[src/rtl/param_alu_seq.sv]
// Sequential ALU: single-cycle add/sub/pass with optional saturation and a
// radix-2 shift-add signed multiplier. Optional macro: PARAM_ALU_MUL_ROUND_EN.
module param_alu_seq #(
    parameter int DW    = 16,
    parameter int SAT_W = 12,
    parameter int FRAC  = 12
) (
    input  logic          clk,
    input  logic          rst,
    input  logic          start,
    input  logic [1:0]    op,
    input  logic [1:0]    shift,
    input  logic          sat_en,
    input  logic [DW-1:0] src1,
    input  logic [DW-1:0] src0,
    output logic [DW-1:0] dst,
    output logic          ovf,
    output logic          busy,
    output logic          done
);

    localparam int AW = DW + 3;
    localparam int PW = 2 * DW;
    localparam int RW = PW + 1;
    localparam int CW = $clog2(DW);

    localparam logic signed [AW-1:0] SAT_MAX = AW'((64'sd1 <<< (SAT_W - 1)) - 64'sd1);
    localparam logic signed [AW-1:0] SAT_MIN = ~SAT_MAX;

`ifdef PARAM_ALU_MUL_ROUND_EN
    localparam logic [RW-1:0] RND = {{(RW-1){1'b0}}, 1'b1} << (FRAC - 1);
`endif

    typedef enum logic [1:0] {
        IDLE = 2'd0,
        MUL  = 2'd1,
        DONE = 2'd2
    } state_e;

    state_e        state_q, state_d;
    logic [DW-1:0] dst_q, dst_d;
    logic          ovf_q, ovf_d;
    logic          busy_q, busy_d;
    logic          done_q, done_d;
    logic [PW-1:0] acc_q, acc_d;
    logic [PW-1:0] mcand_q, mcand_d;
    logic [DW-1:0] mplier_q, mplier_d;
    logic [CW-1:0] cnt_q, cnt_d;

    logic signed [AW-1:0] src1_x, src0_x, src0_sh, sum;
    logic [DW:0]          alu_res, mul_res;
    logic [PW-1:0]        pp, acc_nx;
    logic                 last;

    // Returns {ovf, value}: clamp to the SAT_W range, or wrap to DW bits.
    function automatic logic [DW:0] sat_fn(input logic signed [AW-1:0] v, input logic en);
        logic [DW:0] r;
        if (en) begin
            if (v > SAT_MAX) begin
                r = {1'b1, SAT_MAX[DW-1:0]};
            end else if (v < SAT_MIN) begin
                r = {1'b1, SAT_MIN[DW-1:0]};
            end else begin
                r = {1'b0, v[DW-1:0]};
            end
        end else begin
            r = {~((&v[AW-1:DW-1]) | ~(|v[AW-1:DW-1])), v[DW-1:0]};
        end
        return r;
    endfunction

    // Returns {ovf, value}: scale the full product by 2^-FRAC and clamp to DW signed.
    function automatic logic [DW:0] mul_fn(input logic [PW-1:0] prod);
        logic signed [RW-1:0] p;
        logic signed [RW-1:0] s;
        logic [DW:0]          r;
        p = {prod[PW-1], prod};
`ifdef PARAM_ALU_MUL_ROUND_EN
        p = p + RND;
`else
        p = p;
`endif
        s = p >>> FRAC;
        if ((&s[RW-1:DW-1]) | ~(|s[RW-1:DW-1])) begin
            r = {1'b0, s[DW-1:0]};
        end else if (s[RW-1]) begin
            r = {1'b1, 1'b1, {(DW-1){1'b0}}};
        end else begin
            r = {1'b1, 1'b0, {(DW-1){1'b1}}};
        end
        return r;
    endfunction

    // Next-state, datapath and registered-output logic.
    always_comb begin
        state_d  = state_q;
        dst_d    = dst_q;
        ovf_d    = ovf_q;
        acc_d    = acc_q;
        mcand_d  = mcand_q;
        mplier_d = mplier_q;
        cnt_d    = cnt_q;

        src1_x = {{3{src1[DW-1]}}, src1};
        src0_x = {{3{src0[DW-1]}}, src0};
        case (shift)
            2'd1:    src0_sh = src0_x <<< 1;
            2'd2:    src0_sh = src0_x <<< 2;
            default: src0_sh = src0_x;
        endcase
        case (op)
            2'b00:   sum = src1_x + src0_sh;
            2'b01:   sum = src1_x - src0_sh;
            default: sum = src1_x;
        endcase
        alu_res = sat_fn(sum, sat_en);

        // The multiplier MSB carries negative weight, so the last partial product is subtracted.
        pp      = mplier_q[0] ? mcand_q : {PW{1'b0}};
        last    = (cnt_q == CW'(DW - 1));
        acc_nx  = last ? (acc_q - pp) : (acc_q + pp);
        mul_res = mul_fn(acc_nx);

        case (state_q)
            IDLE: begin
                if (start) begin
                    if (op == 2'b10) begin
                        state_d  = MUL;
                        acc_d    = {PW{1'b0}};
                        mcand_d  = {{DW{src1[DW-1]}}, src1};
                        mplier_d = src0;
                        cnt_d    = {CW{1'b0}};
                    end else begin
                        state_d = DONE;
                        dst_d   = alu_res[DW-1:0];
                        ovf_d   = alu_res[DW];
                    end
                end else begin
                    state_d = IDLE;
                end
            end
            MUL: begin
                acc_d    = acc_nx;
                mcand_d  = mcand_q << 1;
                mplier_d = mplier_q >> 1;
                cnt_d    = cnt_q + {{(CW-1){1'b0}}, 1'b1};
                if (last) begin
                    state_d = DONE;
                    dst_d   = mul_res[DW-1:0];
                    ovf_d   = mul_res[DW];
                end else begin
                    state_d = MUL;
                end
            end
            DONE: begin
                state_d = IDLE;
            end
            default: begin
                state_d = IDLE;
            end
        endcase

        busy_d = (state_d != IDLE);
        done_d = (state_d == DONE);
    end

    // State and output registers with synchronous reset.
    always_ff @(posedge clk) begin
        if (rst) begin
            state_q  <= IDLE;
            dst_q    <= {DW{1'b0}};
            ovf_q    <= 1'b0;
            busy_q   <= 1'b0;
            done_q   <= 1'b0;
            acc_q    <= {PW{1'b0}};
            mcand_q  <= {PW{1'b0}};
            mplier_q <= {DW{1'b0}};
            cnt_q    <= {CW{1'b0}};
        end else begin
            state_q  <= state_d;
            dst_q    <= dst_d;
            ovf_q    <= ovf_d;
            busy_q   <= busy_d;
            done_q   <= done_d;
            acc_q    <= acc_d;
            mcand_q  <= mcand_d;
            mplier_q <= mplier_d;
            cnt_q    <= cnt_d;
        end
    end

    assign dst  = dst_q;
    assign ovf  = ovf_q;
    assign busy = busy_q;
    assign done = done_q;

endmodule

[config.mk]
export PLATFORM = sky130hd
export DESIGN_NAME = param_alu_seq
export DESIGN_NICKNAME = d
export VERILOG_FILES = /design/src/rtl/param_alu_seq.sv
export SDC_FILE = /design/constraint.sdc
export NUM_CORES = 1
export LEC_CHECK = 0
export ABC_AREA = 1
export BUFFER_PORTS_ARGS = -buffer_cell sky130_fd_sc_hd__buf_4
export CAP_MARGIN = 20
export CORE_ASPECT_RATIO = 1.1
export CORE_MARGIN = 1
export CORE_UTILIZATION = 64
export CTS_BUF_LIST = sky130_fd_sc_hd__clkbuf_2 sky130_fd_sc_hd__clkbuf_4 sky130_fd_sc_hd__clkbuf_8
export CTS_CLUSTER_DIAMETER = 200
export CTS_CLUSTER_SIZE = 20
export DETAILED_ROUTE_END_ITERATION = 10
export PLACE_DENSITY = 0.95
export SETUP_SLACK_MARGIN = 0.05
export SKIP_LAST_GASP = 1
export SYNTH_ARGS = -nofsm -noshare
export SYNTH_HDL_FRONTEND = slang
export SYNTH_SLANG_ARGS = --single-unit
[constraint.sdc]
create_clock -name clk -period 6.3 [get_ports clk]
set_input_delay 0.63 -clock clk [delete_from_list [all_inputs] [get_ports clk]]
set_output_delay 0.63 -clock clk [all_outputs]
set_load 0.05 [all_outputs]
After elaboration in Yosys (flattened, before gate mapping)
Cells that the tools add are included.
- add/sub/neg operators: 5
- order comparisons: 2
- equal/unequal tests: 11
- muxes and demuxes: 33
- bitwise gates (word level): 5
- reductions and logical operators: 10
- operators with widths (cell ; count):
    $mux 32 ; 6
    $pmux 32 s2 ; 2
    $mux 16 ; 6
    $mux 17 ; 4
    $pmux 16 s2 ; 2
    $pmux 19 s2 ; 1
    $pmux 17 s2 ; 1
    $add 32x32->32 ; 1
    $sub 32x32->32 ; 1
    $add 16x18->19 ; 1
    $gt 19x12->1 const B ; 1
    $lt 19x12->1 const B ; 1
    $sub 16x18->19 ; 1
    $mux 4 ; 2
    $ne 2x2->1 const B ; 4
    $pmux 4 s2 ; 1
    $reduce_and 4->1 ; 2
    $eq 2x1->1 const B ; 3
    $eq 2x2->1 const B ; 3
    $mux 2 ; 3
    $reduce_and 5->1 ; 1
    $reduce_or 5->1 ; 1
    $add 4x1->4 const B ; 1
    $eq 4x4->1 const B ; 1
    other kinds (9) ; 16
- bits in registers: 105
- output and inout port bits: 19
- logic and storage cells: 75

Longest topological paths before layout
Gate-level depths: netlist (run 1).
- word-level depth: 12
- gate-level depth with buffers: 38
- depth with buffers taken out: 35

Worst setup path before layout (run 1)
No wires, ideal clock.
- kind: input-to-reg
- start: in shift[0]
- end: reg dst_q[0], in the netlist dst[0]
- library setup time: 122 ps
- arrival: 4399 ps
- data required time: 6178 ps
- slack: 1778 ps
- stages: 34
- cells stage by stage: inv_1 -> ha_1 -> inv_2 -> buf_6 -> buf_6 -> nand3_1 -> and2_1 -> nand2_1 -> nor2_1 -> nand2_1 -> nor3_2 -> nand3_1 -> nor3_1 -> inv_1 -> o31ai_1 -> nand3_1 -> xor2_1 -> ha_1 -> nand2_1 -> nor2_1 -> nand2_1 -> nor3b_1 -> nor2_1 -> nand3_1 -> nand4_1 -> nand2_2 -> nand2_2 -> inv_2 -> nand2_2 -> buf_6 -> nand2_2 -> nand2_1 -> nand2_1 -> a21oi_2
- word-level cells in the longest chain between the ends: 11
- ends and longest elaborated chain (element ; RTL line ; text):
    start, declared ; 12 ; input logic [1:0] shift,
    $eq 2x2->1 or $eq 2x1->1 (tied branches) ; 106 ; case (shift)
    $pmux 17 s2 (*) ; 106 ;
    $sub 16x18->19 or $add 16x18->19 (tied branches) ; 113, 112 ;
    $pmux 19 s2 (*) ; 111 ; case (op)
    $lt 19x12->1 ; 61 ; end else if (v < SAT_MIN) begin
    $mux 17 ; 61 ;
    $mux 17 ; 59 ; if (v > SAT_MAX) begin
    $mux 17 (*) ; 58 ; if (en) begin
    $mux 16 (*) ; 127 ; if (op == 2'b10) begin
    $mux 16 (*) ; 126 ; if (start) begin
    $pmux 16 s2 (*) ; 124 ; case (state_q)
    end signal, assigned ; 171 ; dst_q <= {DW{1'b0}};
    end signal, assigned ; 181 ; dst_q <= dst_d;
    end, declared ; 41 ; logic [DW-1:0] dst_q, dst_d;
Mark *: on every way between the ends. The rest lies on a longest branch, timed or not. The select of a mux whose other input is x is not followed.
A chain may end at the register's enable or synchronous reset.

Final worst setup path (run 1)
- start: reg mplier_q[0]
- end: reg dst_q[7], in the netlist dst[7]
- word-level cells in the longest chain between the ends: 9
- ends and longest elaborated chain (element ; RTL line ; text):
    start, declared ; 47 ; logic [DW-1:0] mplier_q, mplier_d;
    start signal, assigned ; 177 ; mplier_q <= {DW{1'b0}};
    start signal, assigned ; 187 ; mplier_q <= mplier_d;
    $mux 32 (*) ; 119 ; pp = mplier_q[0] ? mcand_q : {PW{1'b0}};
    $add 32x32->32 or $sub 32x32->32 (tied branches) ; 121 ; acc_nx = last ? (acc_q - pp) : (acc_q + pp);
    $mux 32 (*) ; 121 ;
    $reduce_or 5->1 ; 84 ; if ((&s[RW-1:DW-1]) | ~(|s[RW-1:DW-1])) begin
    $not 1->1 ; 84 ;
    $or 1x1->1 ; 84 ;
    $mux 17 (*) ; 84 ;
    $mux 16 (*) ; 147 ; if (last) begin
    $pmux 16 s2 (*) ; 124 ;
Marked as above.

==> results of run 1 <==
[registers in the layout, summed over array words and instances, names as in the netlist]
name and cells:
mplier_q 16, state_q 2, done 1, cnt_q 4
acc_q 32, mcand_q 32, dst 16, ovf 1
busy 1
[synthesized netlist by cell type (all sizes together) (26+ instances only)]
cell	number	area share (%)
clkbuf	46	1.9
xor2	49	4.7
dfxtp	105	23
nor2	125	5.4
ha	54	7.4
or2	26	1.8
a21oi	124	7.2
nand2	430	18
inv	140	5.8
nand3	83	4.7
o21ai	124	6.9
a31oi	57	3.9
[worst paths after layout]
kind	start	to	slack, ns
min	cnt_q[3]	cnt_q[3]	0.48
max reg2reg	mplier_q[0]	dst[7]	1.19
max	mplier_q[0]	dst[7]	1.19
min reg2reg	cnt_q[3]	cnt_q[3]	0.48
[worst reg2reg max path, delay by kind of cell, from the launching register on]
family / cells / cell delay, ns
AO/OA/AOI/OAI: 2 / 0.15
XOR/XNOR: 2 / 0.56
adder cells (fa/ha/maj): 2 / 0.51
buffers and inverters: 4 / 0.30
flip-flops: 1 / 0.53
AND/OR/NAND/NOR: 18 / 2.93
[area by class of cell]
class	instances	area [um^2]	area share, %
Inverter	142	533	5.44
Sequential cell	105	2100	21.5
Tap cell	188	235	2.40
Timing Repair Buffer	66	523	5.34
Clock buffer	9	124	1.27
Multi-Input combinational cell	1164	6190	63.2
Clock inverter	7	86.3	0.882
[kinds of logic (layout without fill, tap and decap cells)]
family | after synthesis | after routing
compound gates | 341 | 341
xor+xnor | 64 | 64
fa+ha+maj | 56 | 56
buf+inv | 203 | 224
flops | 105 | 105
simple gates | 703 | 703
[metrics by stage]
step | utilization, % | worst slack [ns] | instance area, um^2
final | 70.7 | 1.19 | 9790
after global routing | 70.7 | 0.648 | 9790
after CTS | 70.4 | 1.06 | 9750
after detailed placement | 68.9 | 1.10 | 9540
after global placement | 68.9 | 1.19 | 9540
after floorplan | - | 1.78 | 9100
[per-layer routing]
metal | part of all wire, % | wire length, um | track usage (%) | up-vias
met1 | 40 | 10400 | 41.3 | 4414
met4 | 4.8 | 1240 | 18.6 | 0
met5 | 0 | 0 | 0 | -
li1 | - | - | - | 4907
met2 | 49 | 12500 | 61.3 | 372
met3 | 5.9 | 1520 | 5.50 | 85
[report_power, final]
part	internal (uW)	total, uW	switching [uW]
Sequential	712	745	33.8
Clock	164	453	289
Combinational	471	1430	961
Total	1350	2630	1280
==> load_flow_metrics.sql, run 1 <==
INSERT INTO impl_metrics (metric_group, metric, value, unit) VALUES
('setup_path', 'ff2ff_path_depth', '28', ''),
('global_routing', 'grt_antenna_before_repair', '0', ''),
('setup_path', 'cp_max_fanout', '17', ''),
('final_layout', 'design.final.nets', '1584', ''),
('clocking', 'cts_inserted_buffers', '9', ''),
('global_routing', 'grt_first_pass_wirelength', '41100', 'um'),
('final_layout', 'antenna_cells_inserted', '0', ''),
('clocking', 'htree_num_levels', '3', ''),
('setup_path', 'timing.critical_path.mode_cell', 'sky130_fd_sc_hd__nand3_1', ''),
('worst_hold_path', 'min_delay_path_depth', '2', ''),
('floorplan', 'placeableCoreArea', '0.0139', 'mm^2'),
('drt', 'ant_nets', '0', ''),
('timing', 'worst_slew_pin_slew', '0.874', 'ns'),
('final_layout', 'p_r_area_growth_vs_syn', '7.63', '%'),
('logic_synthesis', 'synth-edff-count', '0', ''),
('floorplan', 'die_width', '116', 'um'),
('setup_path', 'critical_path_buf_inv_count', '4', ''),
('floorplan', 'die_area', '0.0147', 'mm^2'),
('logic_synthesis', 'synthesis.area_per_instance', '6.18', 'um^2'),
('global_routing', 'grt_pass1_vias', '8893', ''),
('timing', 'timing.setup.tns', '0', 'ns'),
('logic_synthesis', 'synth_top_family_by_area', 'simple AND/OR/NAND/NOR gates', ''),
('clocking', 'clock_sink_count', '105', ''),
('final_layout', 'layout.cells.non_filler', '1681', ''),
('drt', 'route.vias.total', '9778', ''),
('run_status', 'run_status', 'complete, no violations', ''),
('place', 'buffer_ports.inserted', '58', ''),
('final_layout', 'fill_cells', '1251', ''),
('setup_path', 'critical_path_required', '6.59', 'ns'),
('place', 'weighted_congestion_at_the_end_of_routability_driven_global_placement', '0.984', ''),
('drt', 'detail_route.first_pass.iterations', '6', ''),
('clocking', 'clockRootBuffer', 'sky130_fd_sc_hd__clkbuf_8', ''),
('timing', 'max_freq', '0.196', 'GHz'),
('logic_synthesis', 'synth_warnings', '0', ''),
('logic_synthesis', 'synth_seq_cells', '105', ''),
('global_routing', 'pin_count_of_the_biggest_net_entering_global_routing', '65', ''),
('power', 'peak_supply_drop', '0.141', 'mV'),
('logic_synthesis', 'synth-compound-area-share', '21.0', '%'),
('clocking', 'post-cts-setup-buffer-count', '0', ''),
('logic_synthesis', 'synthAdderAreaFrac', '7.87', '%'),
('drt', 'drt_iter0_markers', '808', ''),
('power', 'power', '2630', 'uW'),
('floorplan', 'pin_count', '59', ''),
('clocking', 'clk_latency', '0.41', 'ns'),
('clocking', 'cts_tree', 'yes', ''),
('flow_run', 'cap_viol_max_count', '0', ''),
('logic_synthesis', 'post_synth_xor_area_fraction', '6.16', '%'),
('logic_synthesis', 'synthDistinctLibCells', '43', ''),
('logic_synthesis', 'post_synth_mux_area_share', '0', '%'),
('timing', 'min_period_over_period', '81.1', '%'),
('place', 'detailedPlacementHpwl', '19600', 'um'),
('setup_path', 'cp.depth', '28', ''),
('clocking', 'path_clk_slew', '0.12', 'ns'),
('timing', 'slew_viol_final', '0', ''),
('setup_path', 'critPathCaptureType', 'register', ''),
('drt', 'routedWlPerCell', '15.2', 'um'),
('timing', 'finalHoldViolations', '0', ''),
('timing', 'number_of_endpoints_failing_setup_at_the_final_stage', '0', ''),
('clocking', 'cts_hold_buf', '0', ''),
('logic_synthesis', 'synth_nets', '1568', ''),
('setup_path', 'worst_path_max_delay_cell', 'sky130_fd_sc_hd__dfxtp_1', ''),
('timing', 'timing.slew.headroom', '41.3', '%'),
('power', 'power_density', '269', 'mW/mm^2'),
('logic_synthesis', 'asyncSetResetFlopFracSynth', '0', '%'),
('floorplan', 'die_h', '127', 'um'),
('floorplan', 'row_count', '45', ''),
('setup_path', 'critPathArrivalTime', '5.39', 'ns'),
('timing', 'grt_setup_unrepaired', 'false', ''),
('drt', 'viasPerCell', '5.82', ''),
('floorplan', 'initial_util', '65.7', '%'),
('setup_path', 'worstSetupPathType', 'register to register', '');
Note: power is estimated with default switching activity, not from simulation.
==> run 2, diff against run 1 <==
- ABC_AREA: 1 -> 0
- clock period: 6.3 -> 4.7 ns (I/O delays scaled with it)
==> run 2 against run 1 <==
Net effect:
- the run now fails in global routing (5_1_grt)
- area after synthesis fell by 1.4%
- synthesized cell count is 15% lower
==> load_flow_metrics.sql, run 2 <==
INSERT INTO impl_metrics (metric_group, metric, value, unit) VALUES
('logic_synthesis', 'asyncSetResetFlopFracSynth', '0', '%'),
('global_routing', 'grt_pass1_vias', '13900', ''),
('clocking', 'clock_sink_count', '105', ''),
('clocking', 'htree_num_levels', '3', ''),
('floorplan', 'pin_count', '59', ''),
('floorplan', 'initial_util', '65.3', '%'),
('logic_synthesis', 'synth-edff-count', '0', ''),
('place', 'post_placement_setup_slack', '-0.736', 'ns'),
('clocking', 'cts.path.max_buffers', '2', ''),
('logic_synthesis', 'synth.cell_area', '0.00897', 'mm^2'),
('place', 'detailedPlacementHpwl', '23500', 'um'),
('logic_synthesis', 'post_synth_inst_count', '1249', ''),
('logic_synthesis', 'synth_largest_type_area_fraction', '23.4', '%'),
('logic_synthesis', 'synth-main-ff-cell', 'sky130_fd_sc_hd__dfxtp_1', ''),
('floorplan', 'die_h', '126', 'um'),
('place', 'weighted_congestion_at_the_end_of_routability_driven_global_placement', '1.01', ''),
('logic_synthesis', 'synth_seq_cells', '105', ''),
('place', 'dp.cells', '1589', ''),
('logic_synthesis', 'synthDistinctLibCells', '76', ''),
('global_routing', 'globalRouteOverflowTotal', '1', ''),
('global_routing', 'track_usage', '69.3', '%'),
('logic_synthesis', 'synth_warnings', '0', ''),
('logic_synthesis', 'synthesis.area_per_instance', '7.18', 'um^2'),
('clocking', 'cts_inserted_buffers', '9', ''),
('run_status', 'run.stop_error', '[ERROR GRT-0116] Global routing finished with congestion. Check the congestion regions in the DRC Viewer.', ''),
('global_routing', 'grt_first_pass_wirelength', '76700', 'um'),
('logic_synthesis', 'synth_top_area_cell', 'sky130_fd_sc_hd__dfxtp_1', ''),
('run_status', 'run_status', 'aborted with a tool error', ''),
('logic_synthesis', 'synth.most_common_cell', 'sky130_fd_sc_hd__nand2_1', ''),
('clocking', 'clockRootBuffer', 'sky130_fd_sc_hd__clkbuf_8', ''),
('global_routing', 'pin_count_of_the_biggest_net_entering_global_routing', '102', ''),
('logic_synthesis', 'proportion_of_synthesized_chip_area_in_sequential_cells', '23.4', '%'),
('logic_synthesis', 'synth_nets', '1345', ''),
('place', 'buffer_ports.inserted', '58', ''),
('logic_synthesis', 'synth.top_cells.by_area', 'sky130_fd_sc_hd__dfxtp_1 23%, sky130_fd_sc_hd__ha_1 7.5%, sky130_fd_sc_hd__nand2_1 7.2%', ''),
('floorplan', 'die_width', '115', 'um'),
('run_status', 'stop_stage', 'global routing (5_1_grt)', ''),
('logic_synthesis', 'yosys-top-cells-count', '172 x sky130_fd_sc_hd__nand2_1, 167 x sky130_fd_sc_hd__nor2_1, 105 x sky130_fd_sc_hd__dfxtp_1', ''),
('floorplan', 'row_count', '45', '');
==> run 2: logic make-up after synthesis <==
| family | share of synthesized area, % |
|---|---|
| buffers and inverters | 4.86 |
| XOR/XNOR | 6.73 |
| flip-flops | 23.4 |
| AND/OR/NAND/NOR | 25.5 |
| adder cells (fa/ha/maj) | 7.98 |
| AO/OA/AOI/OAI | 30.8 |
| multiplexers | 0.698 |
==> run 2: what timing repair did <==
item / in CTS
hold buffers: 0
endpoints found under the hold margin: 0
resized for setup: 63
pin swaps: 18
gates cloned: 2
endpoints found under the setup margin: 24
buffers inserted: 12
==> run 2: per-layer routing <==
| layer | global-route usage [%] | GRT overflow |
|---|---|---|
| met5 | 18.2 | 0 |
| met4 | 68.6 | 0 |
| met2 | 88.2 | 1 |
| met1 | 70.1 | 0 |
| met3 | 49.7 | 0 |
==> run 2: metrics by stage <==
step           instance area, um^2  util [%]
2_1_floorplan                 9200         -
3_3_place_gp                 10900      79.3
3_5_place_dp                 10900      79.3
4_1_cts                      11500      83.5
==> run 3, diff against run 2 <==
- CORE_ASPECT_RATIO: 1.1 -> default
- CORE_UTILIZATION: 64 -> 40
- CTS_BUF_LIST: sky130_fd_sc_hd__clkbuf_2 sky130_fd_sc_hd__clkbuf_4 sky130_fd_sc_hd__clkbuf_8 -> default
- CTS_CLUSTER_DIAMETER: 200 -> default
- CTS_CLUSTER_SIZE: 20 -> default
- PLACE_DENSITY: 0.95 -> default
- PLACE_DENSITY_LB_ADDON: default -> 0.15
- SETUP_SLACK_MARGIN: 0.05 -> default
==> run 3 against run 2 <==
Net effect:
- the flow now finishes, with violations (setup timing)
- area after synthesis is the same
- synthesized cell count is the same
==> load_flow_metrics.sql, run 3 <==
INSERT INTO impl_metrics (metric_group, metric, value, unit) VALUES
('setup_path', 'critical_path_required', '4.98', 'ns'),
('worst_hold_path', 'min_delay_path_depth', '3', ''),
('run_status', 'violations', 'setup timing', ''),
('power', 'p_leak', '0.00514', 'uW'),
('clocking', 'cts.path.max_buffers', '2', ''),
('timing', 'grt_setup_unrepaired', 'true', ''),
('setup_path', 'r2r_setup_slack', '-0.49', 'ns'),
('timing', 'number_of_endpoints_failing_setup_at_the_final_stage', '20', ''),
('final_layout', 'design.final.nets', '1563', ''),
('timing', 'min_period_over_period', '111', '%'),
('place', 'detailedPlacementHpwl', '22300', 'um'),
('clocking', 'cts_inserted_buffers', '9', ''),
('floorplan', 'row_count', '54', ''),
('final_layout', 'antenna_cells_inserted', '0', ''),
('final_layout', 'seq_cell_area', '0.00210', 'mm^2'),
('setup_path', 'critPathTopFamily', 'simple AND/OR/NAND/NOR gates', ''),
('place', 'weighted_congestion_at_the_end_of_routability_driven_global_placement', '0.858', ''),
('setup_path', 'critical_path_buf_inv_count', '2', ''),
('logic_synthesis', 'synth_largest_type_area_fraction', '23.4', '%'),
('global_routing', 'globalRouteOverflowTotal', '0', ''),
('global_routing', 'track_usage', '25.9', '%'),
('logic_synthesis', 'synthDistinctLibCells', '76', ''),
('final_layout', 'most-common-layout-cells', '285 x sky130_fd_sc_hd__buf_4, 169 x sky130_fd_sc_hd__nand2_1, 160 x sky130_fd_sc_hd__nor2_1', ''),
('drt', 'route.vias.total', '9992', ''),
('logic_synthesis', 'synthesis.area_per_instance', '7.18', 'um^2'),
('final_layout', 'layout_top_registers', 'acc_q x32, mcand_q x32', ''),
('timing', 'worst_slew_pin_slew', '0.980', 'ns'),
('logic_synthesis', 'yosys-top-cells-count', '172 x sky130_fd_sc_hd__nand2_1, 167 x sky130_fd_sc_hd__nor2_1, 105 x sky130_fd_sc_hd__dfxtp_1', ''),
('logic_synthesis', 'synth.top_cells.by_area', 'sky130_fd_sc_hd__dfxtp_1 23%, sky130_fd_sc_hd__ha_1 7.5%, sky130_fd_sc_hd__nand2_1 7.2%', ''),
('timing', 'timing.setup.tns', '-7.63', 'ns'),
('final_layout', 'fill_cells', '2143', ''),
('setup_path', 'crit_chain', 'or4_4 -> or4_4 -> or4_4 -> or3_4 -> o31ai_4 -> xnor2_1 -> nand2_1 -> ha_4 -> buf_6 -> nand4_1 -> or2_4 -> a2111oi_4 -> nor2_2 -> o311ai_4 -> nand4_1 -> nand2_2 -> buf_12 -> nand3_1 -> a311oi_2', ''),
('flow_run', 'cap_viol_max_count', '0', ''),
('worst_hold_path', 'start_point_of_the_worst_hold_path', 'src1[0]', ''),
('setup_path', 'timing.critical_path.mode_cell', 'sky130_fd_sc_hd__or4_4', ''),
('worst_hold_path', 'hold_path.class', 'input pin to register', ''),
('timing', 'final.setup_skew', '0.0130', 'ns'),
('logic_synthesis', 'synth_warnings', '0', ''),
('final_layout', 'final_common_cell', 'sky130_fd_sc_hd__buf_4', ''),
('timing', 'max_freq', '0.193', 'GHz'),
('place', 'buffer_ports.inserted', '58', ''),
('timing', 'timing.slew.headroom', '34.6', '%'),
('logic_synthesis', 'post_synth_inst_count', '1249', ''),
('floorplan', 'die_area', '0.0230', 'mm^2'),
('logic_synthesis', 'synth-main-ff-cell', 'sky130_fd_sc_hd__dfxtp_1', ''),
('floorplan', 'placeableCoreArea', '0.0219', 'mm^2'),
('logic_synthesis', 'synth.most_common_cell', 'sky130_fd_sc_hd__nand2_1', ''),
('run_status', 'run_status', 'finished with violations', ''),
('setup_path', 'cp.depth', '19', ''),
('drt', 'viasPerCell', '5.70', ''),
('setup_path', 'beginning_of_the_worst_register_to_register_path', 'mcand_q[7]', ''),
('logic_synthesis', 'synth_top_area_cell', 'sky130_fd_sc_hd__dfxtp_1', ''),
('final_layout', 'multi_input_comb_area', '0.00689', 'mm^2'),
('timing', 'finalHoldViolations', '0', ''),
('final_layout', 'final_layout_size_suffix_gt1_share', '28.7', '%'),
('clocking', 'cts_hold_buf', '0', ''),
('timing', 'timing.hold.ws', '0.364', 'ns'),
('setup_path', 'startpoint_type', 'register', ''),
('drt', 'detail_route.first_pass.iterations', '5', ''),
('setup_path', 'worst_path_max_delay_cell', 'sky130_fd_sc_hd__or4_4', ''),
('final_layout', 'p_r_area_growth_vs_syn', '34.6', '%'),
('global_routing', 'grt_first_pass_wirelength', '46900', 'um'),
('logic_synthesis', 'synth_seq_cells', '105', ''),
('setup_path', 'worst_path_largest_cell_delay', '0.52', 'ns'),
('timing', 'slew_viol_final', '0', ''),
('setup_path', 'critPathCaptureType', 'register', ''),
('global_routing', 'grt_antenna_before_repair', '0', ''),
('clocking', 'clk_latency', '0.37', 'ns'),
('drt', 'routedWlPerCell', '16.9', 'um'),
('global_routing', 'grt_pass1_vias', '9223', ''),
('global_routing', 'pin_count_of_the_biggest_net_entering_global_routing', '97', ''),
('drt', 'drt_iter0_markers', '548', ''),
('setup_path', 'worstSetupPathType', 'register to register', ''),
('setup_path', 'critPathArrivalTime', '5.47', 'ns'),
('setup_path', 'ff2ff_path_depth', '19', ''),
('clocking', 'path_clk_slew', '0.09', 'ns'),
('logic_synthesis', 'synth.cell_area', '0.00897', 'mm^2'),
('floorplan', 'pin_count', '59', ''),
('drt', 'post-route-drc-count', '0', ''),
('logic_synthesis', 'proportion_of_synthesized_chip_area_in_sequential_cells', '23.4', '%'),
('power', 'peak_supply_drop', '0.260', 'mV'),
('clocking', 'clockRootBuffer', 'sky130_fd_sc_hd__clkbuf_16', ''),
('setup_path', 'critical_path.reg2reg.endpoint', 'dst[12]', ''),
('floorplan', 'die_h', '152', 'um'),
('logic_synthesis', 'synth_nets', '1345', ''),
('worst_hold_path', 'timing.hold.worst_endpoint', 'mcand_q[0]', ''),
('clocking', 'htree_num_levels', '3', ''),
('timing', 'post-route-min-period', '5.19', 'ns'),
('clocking', 'clock_sink_count', '105', ''),
('floorplan', 'initial_util', '41.0', '%'),
('timing', 'slack_of_the_critical_path', '-0.494', 'ns'),
('power', 'power_density', '443', 'mW/mm^2'),
('logic_synthesis', 'asyncSetResetFlopFracSynth', '0', '%'),
('logic_synthesis', 'synth-edff-count', '0', ''),
('clocking', 'cts_tree', 'yes', ''),
('drt', 'detail_route.wirelength', '29600', 'um'),
('drt', 'ant_nets', '0', ''),
('setup_path', 'cp_max_fanout', '8', ''),
('floorplan', 'die_width', '152', 'um');
[run 3: cell counts after synthesis]
Identical to the previous run, type by type.
[run 3: layout make-up]
cell class	count	share of cell area, %
sequential	105	17.4
clock inverter	7	0.798
multi-input combinational	1032	57.1
timing repair buffer	297	19.2
inverter	22	0.684
clock buffer	9	1.87
tap	280	2.90
[run 3: stage by stage]
stage	worst slack, ns	util, %	area (um^2)	power, uW	std cells
2_1_floorplan	-0.161	-	9190	2840	1249
3_3_place_gp	-0.587	51.7	11300	4140	1721
3_5_place_dp	-0.633	51.7	11300	4150	1721
4_1_cts	-0.435	54.3	11900	5250	1751
5_1_grt	-0.717	55.1	12100	5690	1752
6_report	-0.494	55.1	12100	5350	1752
[run 3: layer usage]
metal  track usage (%)  up-vias  share of wire, %
li1                  -     5016                 -
met1              32.8     4697                45
met2              45.2      236                49
met3              3.53       43               3.9
met4              7.57        0               2.3
met5                 0        -                 0
[run 3: what timing repair did]
action                                  in CTS  in global routing
gates cloned                                 1                  0
pin swaps                                   15                 22
endpoints found under the setup margin      19                 28
resized for setup                           29                 39
buffers inserted                            14                  3
[run 3: worst register-to-register path: cells and delay by family (launching register included)]
family | cells | cell delay (ns)
and+or+nand+nor | 11 | 2.96
buffers and inverters | 2 | 0.25
DFF | 1 | 0.32
xor gates and xnor gates | 1 | 0.14
AOI/OAI and AO/OA | 4 | 1.12
adders and majority gates | 1 | 0.32
[run 3: cell families after synthesis]
| kind of cell | after synthesis | synth area share [%] |
|---|---|---|
| AOI/OAI and AO/OA | 397 | 30.8 |
| DFF | 105 | 23.4 |
| buffers and inverters | 112 | 4.86 |
| xor gates and xnor gates | 68 | 6.73 |
| muxes | 6 | 0.698 |
| and+or+nand+nor | 505 | 25.5 |
| adders and majority gates | 56 | 7.98 |
[run 3: worst max path at each step]
stage               start       to
2_1_floorplan  mcand_q[5]   dst[8]
3_3_place_gp     shift[0]   dst[4]
3_5_place_dp     shift[0]   dst[3]
4_1_cts        mcand_q[7]   dst[9]
5_1_grt        mcand_q[7]  dst[12]
6_report       mcand_q[7]  dst[12]
[run 3: report_power, final]
| group | internal, uW | switching [uW] | leakage, uW |
|---|---|---|---|
| clock network | 391 | 433 | 0.000156 |
| logic | 1730 | 1780 | 0.00413 |
| registers | 960 | 57.6 | 0.000857 |
| total | 3080 | 2270 | 0.00514 |
